File: src/rtl/fetch_unit_if.sv
// Fetch-stage bus bundle: instruction memory, branch-predictor query, MEM redirect and IF/ID outputs.
interface fetch_unit_if;
  logic        imem_ren;
  logic [31:0] imem_addr;
  logic        imem_ready;
  logic [31:0] imem_rdata;
  logic [31:0] bp_fetch_pc;
  logic        bp_fetch_predict;
  logic [31:0] bp_fetch_target;
  logic        mem_flush;
  logic [31:0] mem_redirect_pc;
  logic        id_stall;
  logic        if_valid;
  logic [31:0] if_instr;
  logic [31:0] if_pc;
  logic        if_predict;
  logic [31:0] if_target;

  modport master (
    output imem_ren, imem_addr, bp_fetch_pc,
           if_valid, if_instr, if_pc, if_predict, if_target,
    input  imem_ready, imem_rdata, bp_fetch_predict, bp_fetch_target,
           mem_flush, mem_redirect_pc, id_stall
  );

  modport slave (
    input  imem_ren, imem_addr, bp_fetch_pc,
           if_valid, if_instr, if_pc, if_predict, if_target,
    output imem_ready, imem_rdata, bp_fetch_predict, bp_fetch_target,
           mem_flush, mem_redirect_pc, id_stall
  );
endinterface

File: src/rtl/fetch_unit.sv
// Instruction-fetch stage: PC ownership, imem requests, redirect with stale-response drop,
// IF/ID latch backed by a one-entry skid buffer.
module fetch_unit #(
  parameter logic [31:0] RESET_PC = 32'h0000_0000
) (
  input  logic          clk,
  input  logic          nrst,
  fetch_unit_if.master  bus
);

  typedef enum logic [1:0] {REQ, DROP, SKID} state_t;

  localparam logic [31:0] RESET_PC_W = {RESET_PC[31:2], 2'b00};

  state_t      state_reg;
  logic [31:0] pc_reg;
  logic [31:0] drop_addr_reg;

  logic        if_valid_reg;
  logic [31:0] if_instr_reg;
  logic [31:0] if_pc_reg;
  logic        if_predict_reg;
  logic [31:0] if_target_reg;

  logic [31:0] skid_instr_reg;
  logic [31:0] skid_pc_reg;
  logic        skid_predict_reg;
  logic [31:0] skid_target_reg;

  logic        accept;
  logic [31:0] next_pc;
  logic [31:0] redirect_pc;
  logic        load_main;
  logic        load_skid;

  always_comb begin
    accept      = !if_valid_reg || !bus.id_stall;
    next_pc     = bus.bp_fetch_predict ? {bus.bp_fetch_target[31:2], 2'b00}
                                       : {pc_reg[31:2] + 30'd1, 2'b00};
    redirect_pc = {bus.mem_redirect_pc[31:2], 2'b00};
    load_main   = (state_reg == REQ) && bus.imem_ready && !bus.mem_flush && accept;
    load_skid   = (state_reg == SKID) && !bus.mem_flush && !bus.id_stall;
  end

  // A stale request keeps the bus on drop_addr so the address stays stable until ready.
  assign bus.imem_ren    = (state_reg != SKID);
  assign bus.imem_addr   = (state_reg == DROP) ? drop_addr_reg : pc_reg;
  assign bus.bp_fetch_pc = pc_reg;

  assign bus.if_valid   = if_valid_reg;
  assign bus.if_instr   = if_instr_reg;
  assign bus.if_pc      = if_pc_reg;
  assign bus.if_predict = if_predict_reg;
  assign bus.if_target  = if_target_reg;

  always_ff @(posedge clk or negedge nrst) begin
    if (!nrst) begin
      state_reg        <= REQ;
      pc_reg           <= RESET_PC_W;
      drop_addr_reg    <= RESET_PC_W;
      if_valid_reg     <= 1'b0;
      if_instr_reg     <= '0;
      if_pc_reg        <= '0;
      if_predict_reg   <= 1'b0;
      if_target_reg    <= '0;
      skid_instr_reg   <= '0;
      skid_pc_reg      <= '0;
      skid_predict_reg <= 1'b0;
      skid_target_reg  <= '0;
    end else begin
      case (state_reg)
        REQ: begin
          if (bus.mem_flush) begin
            pc_reg <= redirect_pc;
            if (!bus.imem_ready) begin
              drop_addr_reg <= pc_reg;
              state_reg     <= DROP;
            end
          end else if (bus.imem_ready) begin
            pc_reg <= next_pc;
            if (!accept) begin
              skid_instr_reg   <= bus.imem_rdata;
              skid_pc_reg      <= pc_reg;
              skid_predict_reg <= bus.bp_fetch_predict;
              skid_target_reg  <= bus.bp_fetch_target;
              state_reg        <= SKID;
            end
          end
        end
        DROP: begin
          // A later flush only retargets pc; the outstanding stale response still ends DROP.
          if (bus.mem_flush)
            pc_reg <= redirect_pc;
          if (bus.imem_ready)
            state_reg <= REQ;
        end
        SKID: begin
          if (bus.mem_flush) begin
            pc_reg    <= redirect_pc;
            state_reg <= REQ;
          end else if (!bus.id_stall) begin
            state_reg <= REQ;
          end
        end
        default: state_reg <= REQ;
      endcase

      if (bus.mem_flush) begin
        if_valid_reg <= 1'b0;
      end else if (load_main) begin
        if_valid_reg   <= 1'b1;
        if_instr_reg   <= bus.imem_rdata;
        if_pc_reg      <= pc_reg;
        if_predict_reg <= bus.bp_fetch_predict;
        if_target_reg  <= bus.bp_fetch_target;
      end else if (load_skid) begin
        if_valid_reg   <= 1'b1;
        if_instr_reg   <= skid_instr_reg;
        if_pc_reg      <= skid_pc_reg;
        if_predict_reg <= skid_predict_reg;
        if_target_reg  <= skid_target_reg;
      end else if (!bus.id_stall) begin
        if_valid_reg <= 1'b0;
      end
    end
  end

endmodule

File: src/flat_wrapper.sv
// flat-port wrapper written by rule: the top's interface ports become plain ports
module fetch_unit_flat 
#(
  parameter logic [31:0] RESET_PC = 32'h0000_0000
)
  (clk, nrst, bus_imem_ren, bus_imem_addr, bus_bp_fetch_pc, bus_if_valid, bus_if_instr, bus_if_pc, bus_if_predict, bus_if_target, bus_imem_ready, bus_imem_rdata, bus_bp_fetch_predict, bus_bp_fetch_target, bus_mem_flush, bus_mem_redirect_pc, bus_id_stall);
  fetch_unit_if bus_i ();
  input  logic clk;
  input  logic nrst;
  output wire logic [$bits(bus_i.imem_ren)-1:0] bus_imem_ren;
  output wire logic [$bits(bus_i.imem_addr)-1:0] bus_imem_addr;
  output wire logic [$bits(bus_i.bp_fetch_pc)-1:0] bus_bp_fetch_pc;
  output wire logic [$bits(bus_i.if_valid)-1:0] bus_if_valid;
  output wire logic [$bits(bus_i.if_instr)-1:0] bus_if_instr;
  output wire logic [$bits(bus_i.if_pc)-1:0] bus_if_pc;
  output wire logic [$bits(bus_i.if_predict)-1:0] bus_if_predict;
  output wire logic [$bits(bus_i.if_target)-1:0] bus_if_target;
  input wire logic [$bits(bus_i.imem_ready)-1:0] bus_imem_ready;
  input wire logic [$bits(bus_i.imem_rdata)-1:0] bus_imem_rdata;
  input wire logic [$bits(bus_i.bp_fetch_predict)-1:0] bus_bp_fetch_predict;
  input wire logic [$bits(bus_i.bp_fetch_target)-1:0] bus_bp_fetch_target;
  input wire logic [$bits(bus_i.mem_flush)-1:0] bus_mem_flush;
  input wire logic [$bits(bus_i.mem_redirect_pc)-1:0] bus_mem_redirect_pc;
  input wire logic [$bits(bus_i.id_stall)-1:0] bus_id_stall;
  assign bus_imem_ren = bus_i.imem_ren;
  assign bus_imem_addr = bus_i.imem_addr;
  assign bus_bp_fetch_pc = bus_i.bp_fetch_pc;
  assign bus_if_valid = bus_i.if_valid;
  assign bus_if_instr = bus_i.if_instr;
  assign bus_if_pc = bus_i.if_pc;
  assign bus_if_predict = bus_i.if_predict;
  assign bus_if_target = bus_i.if_target;
  assign bus_i.imem_ready = bus_imem_ready;
  assign bus_i.imem_rdata = bus_imem_rdata;
  assign bus_i.bp_fetch_predict = bus_bp_fetch_predict;
  assign bus_i.bp_fetch_target = bus_bp_fetch_target;
  assign bus_i.mem_flush = bus_mem_flush;
  assign bus_i.mem_redirect_pc = bus_mem_redirect_pc;
  assign bus_i.id_stall = bus_id_stall;
  fetch_unit #(.RESET_PC(RESET_PC)) u_core (.clk(clk), .nrst(nrst), .bus(bus_i));
endmodule
File: config.mk
export PLATFORM = sky130hd
export DESIGN_NAME = fetch_unit_flat
export DESIGN_NICKNAME = d
export VERILOG_FILES = /design/src/rtl/fetch_unit_if.sv /design/src/rtl/fetch_unit.sv /design/src/flat_wrapper.sv
export SDC_FILE = /design/constraint.sdc
export NUM_CORES = 1
export LEC_CHECK = 0
export CORE_AREA = 2 2 166 152
export CTS_CLUSTER_DIAMETER = 50
export CTS_CLUSTER_SIZE = 16
export DETAILED_ROUTE_END_ITERATION = 6
export DIE_AREA = 0 0 168 154
export GPL_ROUTABILITY_DRIVEN = 0
export HOLD_SLACK_MARGIN = 0.12
export MAX_ROUTING_LAYER = met4
export PLACE_DENSITY = 0.86
export SLEW_MARGIN = 40
export SYNTH_ARGS = -nofsm -noshare
export SYNTH_HDL_FRONTEND = slang
export SYNTH_SLANG_ARGS = --single-unit
File: constraint.sdc
create_clock -name clk -period 2.3 [get_ports clk]
set_input_delay 0.345 -clock clk [delete_from_list [all_inputs] [get_ports clk]]
set_output_delay 0.345 -clock clk [all_outputs]
set_load 0.1 [all_outputs]
Yosys cells after proc, flatten, opt, wreduce, memory -nomap -nowiden
Index checks and enable logic that the tools add are counted.

$add $sub $neg: 1. Reductions and logical operators: 18. Bitwise operators: 3. Equality and inequality tests: 10. Multiplexer cells: 26.

Operator list (number): $mux 32 (11); $pmux 32 s2 (1); $add 30x1->30 const B (1); $mux 2 (7); $ne 3x3->1 const B (4); $mux 1 (6); $pmux 2 s3 (1); $reduce_and 3->1 (2); $logic_and 1x1->1 (5); $reduce_and 5->1 (1); $ne 2x2->1 const B (2); $ne 4x2->1 const B (1); $reduce_and 4->1 (1); $reduce_bool 2->1 (2); $logic_not 1->1 (3); $not 1->1 (3); $eq 2x1->1 const B (1); $eq 2x2->1 const B (1); $logic_not 2->1 (1); $ne 2x1->1 const B (1); $reduce_and 2->1 (1); $reduce_or 2->1 (1); $logic_or 1x1->1 (1).

Bits in registers: 261. Bits of input ports: 102. Output and inout bits: 163.

Longest topological paths before layout
Gate-level depths: netlist of the first run.

Word-level depth: 6. Gate-level depth with buffers: 10.

Least setup slack after synthesis of the first run
No wires, ideal clock.

Path type: register -> output. From: register u_core.pc_reg[26], in the netlist u_core.bus.bp_fetch_pc[26]. To: output bus_imem_addr[26]. Arrival time: 3.387 ns. Path slack: -1.432 ns. Stages on the path, launching flop included: 3. Path through: dfrtp_1 > inv_1 > o21ai_0.

Longest elaborated chain between the ends: 1.

RTL lines: from (decl) (RTL line fetch_unit.sv:16) `logic [31:0] pc_reg;`; from (signal assigned) (RTL line fetch_unit.sv:74) `pc_reg <= redirect_pc;`; from (signal assigned) (RTL line fetch_unit.sv:80) `pc_reg <= next_pc;`; from (signal assigned) (RTL line fetch_unit.sv:93) `pc_reg <= redirect_pc;`; $mux 32 (RTL line fetch_unit.sv:47) `assign bus.imem_addr = (state_reg == DROP) ? drop_addr_reg : pc_reg;`; to (decl) (RTL line flat_wrapper.sv:11) `output wire logic [$bits(bus_i.imem_addr)-1:0] bus_imem_addr;`.

No other way between the ends.

Worst setup path in the final report of the first run
From: register u_core.state_reg[1]. To: output bus_imem_addr[4].

Longest elaborated chain between the ends: 2.

RTL lines: from (decl) (RTL line fetch_unit.sv:15) `state_t state_reg;`; from (signal assigned) (RTL line fetch_unit.sv:58) `state_reg <= REQ;`; from (signal assigned) (RTL line fetch_unit.sv:77) `state_reg <= DROP;`; from (signal assigned) (RTL line fetch_unit.sv:86) `state_reg <= SKID;`; $eq 2x1->1 (RTL line fetch_unit.sv:47); $mux 32 (RTL line fetch_unit.sv:47).

No other way between the ends.

==> results of run 1 <==
==> area by class of cell <==
class | count | area [um^2]
Antenna cell | 2 | 5.00
Multi-Input combinational cell | 686 | 5240
Inverter | 11 | 41.3
Sequential cell | 253 | 6340
Timing Repair Buffer | 322 | 3370
Fill cell | 1695 | 7610
Clock inverter | 20 | 236
Tap cell | 308 | 385
Clock buffer | 31 | 753
==> layer usage <==
layer / global-route usage / share of wire / wire (um)
met2: 0.410 / 0.47 / 15800
met4: 0.0928 / 0.038 / 1260
met5: - / 0 / 0
met3: 0.0589 / 0.081 / 2720
met1: 0.332 / 0.41 / 13800
==> worst paths after layout <==
path | endpoint | cells past startpoint
worst max-delay path | bus_imem_addr[4] | 5
worst min-delay path | u_core.skid_pc_reg[20] | 2
worst max register to register | u_core.skid_instr_reg[28] | 6
worst min register to register | u_core.drop_addr_reg[23] | 2
max in group asynchronous | u_core.bus.bp_fetch_pc[6] | 3
min in group clk | u_core.bus.bp_fetch_pc[8] | 3
==> per-stage QoR <==
step | util | setup WS (ns) | setup TNS (ns) | std cells
final | 0.683 | -0.0453 | -0.286 | 1633
after global routing | 0.683 | -0.0741 | -0.759 | 1633
after CTS | 0.680 | -0.0342 | -0.201 | 1629
after detailed placement | 0.629 | 0.0920 | 0 | 1566
after global placement | 0.628 | -0.107 | -0.749 | 1566
after floorplan | - | -0.0786 | -0.157 | 1039
==> kinds of logic after synthesis <==
group | count (synthesis) | synth area share
simple gates | 215 | 0.0910
flops | 253 | 0.531
xor+xnor | 24 | 0.0176
other cells | 1 | 0.000315
fa+ha+maj | 5 | 0.00525
mux | 241 | 0.218
compound gates | 195 | 0.0917
buf+inv | 100 | 0.0446
==> critical path: cells and delay by family, from the launching register on <==
| kind | cells | cell delay [ns] |
|---|---|---|
| muxes | 1 | 0.37 |
| buffers and inverters | 3 | 0.55 |
| adders and majority gates | 1 | 0.14 |
| DFF | 1 | 0.40 |
==> repair_timing <==
item                                    4_1_cts  5_1_grt
hold buffers                                  1        0
hold endpoints to repair                     59        0
pin swaps                                     1        2
gates cloned                                  3        1
resized for setup                            22        6
buffers inserted                              8        1
endpoints found under the setup margin       30       46
==> placed cells by master (no fill, tap or decap), drive strengths merged, types with 6 or more instances in the layout <==
cell type,count
nor2,121
clkinv,6
clkdlybuf4s50,97
mux2i,93
nand4,7
conb,6
dfrtp,253
and3,20
xor2,7
nand3,12
nor3,10
o21ai,41
mux2,148
inv,19
clkbuf,32
buf,222
a21oi,118
a221oi,18
nand2,29
xnor2,17
==> summary.md, run 1 <==
| Metric | Value |
|---|---|
| Cell taking the most area after synthesis | dfrtp_1 |
| TritonCTS Buffers | 28 |
| 1st-pass router iterations | 5 |
| Yosys top cell area share | 0.531 |
| Nets | 1409 |
| Largest net degree at the start of global routing | 73 |
| Skew-Pair Late Insertion Delay | 0.54 ns |
| Most frequent cell after synthesis | dfrtp_1 |
| Main synth FF type | dfrtp_1 |
| Fin crit share | 1.02 |
| CP max stage delay | 0.40 ns |
| Asr flop ratio synth | 1.00 |
| CP max FO | 9 |
| Clock Tree Root | clkbuf_16 |
| Mapped Cells | 1034 |
| Avg Inst Size Synth | 11.5 um^2 |
| Number of DRC markers in iteration 0 | 637 |
| Reg clk slew, reported paths | 0.07 ns |
| Final setup fails | 12 |
| Placed cell area | 15100 um^2 |
| Final hold violation count | 0 |
| Top cells by count, synth | dfrtp_1, mux2_2, nor2_1, a21oi_1, mux2i_1 |
| Htree depth | 1 |
| Worst Setup Start Kind | flop |
| Remaining Overflow, GRT | 0 |
| Synth Cell Area | 11900 um^2 |
| IO Port Bufs | 256 |
| Initial core utilization | 0.497 |
| Area Growth Syn to Fin | 37.5% |
| Max Buffers Root-to-Sink | 3 |
| Cells along the critical path | inv_2, ha_4, bufbuf_16, mux2_2, buf_12 |
| Max-cap check violation count | 0 |
| Layout cells sized above 1 | 0.337 |
| Fmax | 0.426 GHz |
| Worst EP arrival | 2.00 ns |
| Drt wl/cell | 20.6 um |
| Setup crit end kind | primary output |
| Fin. max-slew vios | 0 |
| CP required | 1.96 ns |
| Synth Warn # | 0 |
| Final wirelength | 33.6 mm |
| Dpl hpwl | 22.6 mm |
| Number of synthesized flops with an enable pin | 0 |
| Core Region | 24000 um^2 |
| Register area share after synthesis | 0.531 |
| Critical path origin | u_core.state_reg[1] |
| Outcome | complete, but fails checks |
| Via count | 9289 |
| Finished Cell Area | 16400 um^2 |
| Failing checks | negative setup slack |
| Full die area | 25900 um^2 |
| First-pass GRT wire length | 51.3 mm |
| Vias per inst | 5.69 |
| DRC Markers | 0 |
| Clk sinks | 253 |
| Skew final | 0.0112 ns |
| Hold WC Path Type | in2async |
| Synth Register Bits | 253 |
| PnR worst setup slack | -0.0453 ns |
| FP Rows | 54 |
| Top cells by area, synth | dfrtp_1, mux2_2, mux2i_1 |
| Hold Worst Slack | 0.304 ns |
| Synth unique cells | 49 |
| Reg2reg setup slack | 0.11 ns |
| Die H | 154 um |
| Minimum clock period | 2.35 ns |
| Initial antenna violation count | 2 |
| I/O pin count | 265 |
| Worst R2R Start | u_core.state_reg[0] |
| Slowest library cell on the worst path | dfrtp_1 |
| Die width | 168 um |
| Detail Route Antenna Nets | 0 |
| Via count of the first global-routing pass | 9362 |
| GRT Total Usage | 0.260 |
| Unrepaired setup endpoints after global routing | yes |
| CTS tree | built |
| Crit Path Class | reg2out |
Power of run 1 is left out: the tool's default activity adds up to more than one toggle a clock period on the data nets, which glitch-free logic cannot reach.
==> run 2, diff against run 1 <==
--- a/config.mk
+++ b/config.mk
@@ -5,6 +5,7 @@
 export SDC_FILE = /design/constraint.sdc
 export NUM_CORES = 1
 export LEC_CHECK = 0
+export ABC_CLOCK_PERIOD_IN_PS = 2300
 export CORE_AREA = 2 2 166 152
 export CTS_CLUSTER_DIAMETER = 50
 export CTS_CLUSTER_SIZE = 16
==> results of run 2 <==
Final layout, timing and power as in run 1 (identical DEF).
Power of run 2 is left out for the same reason.
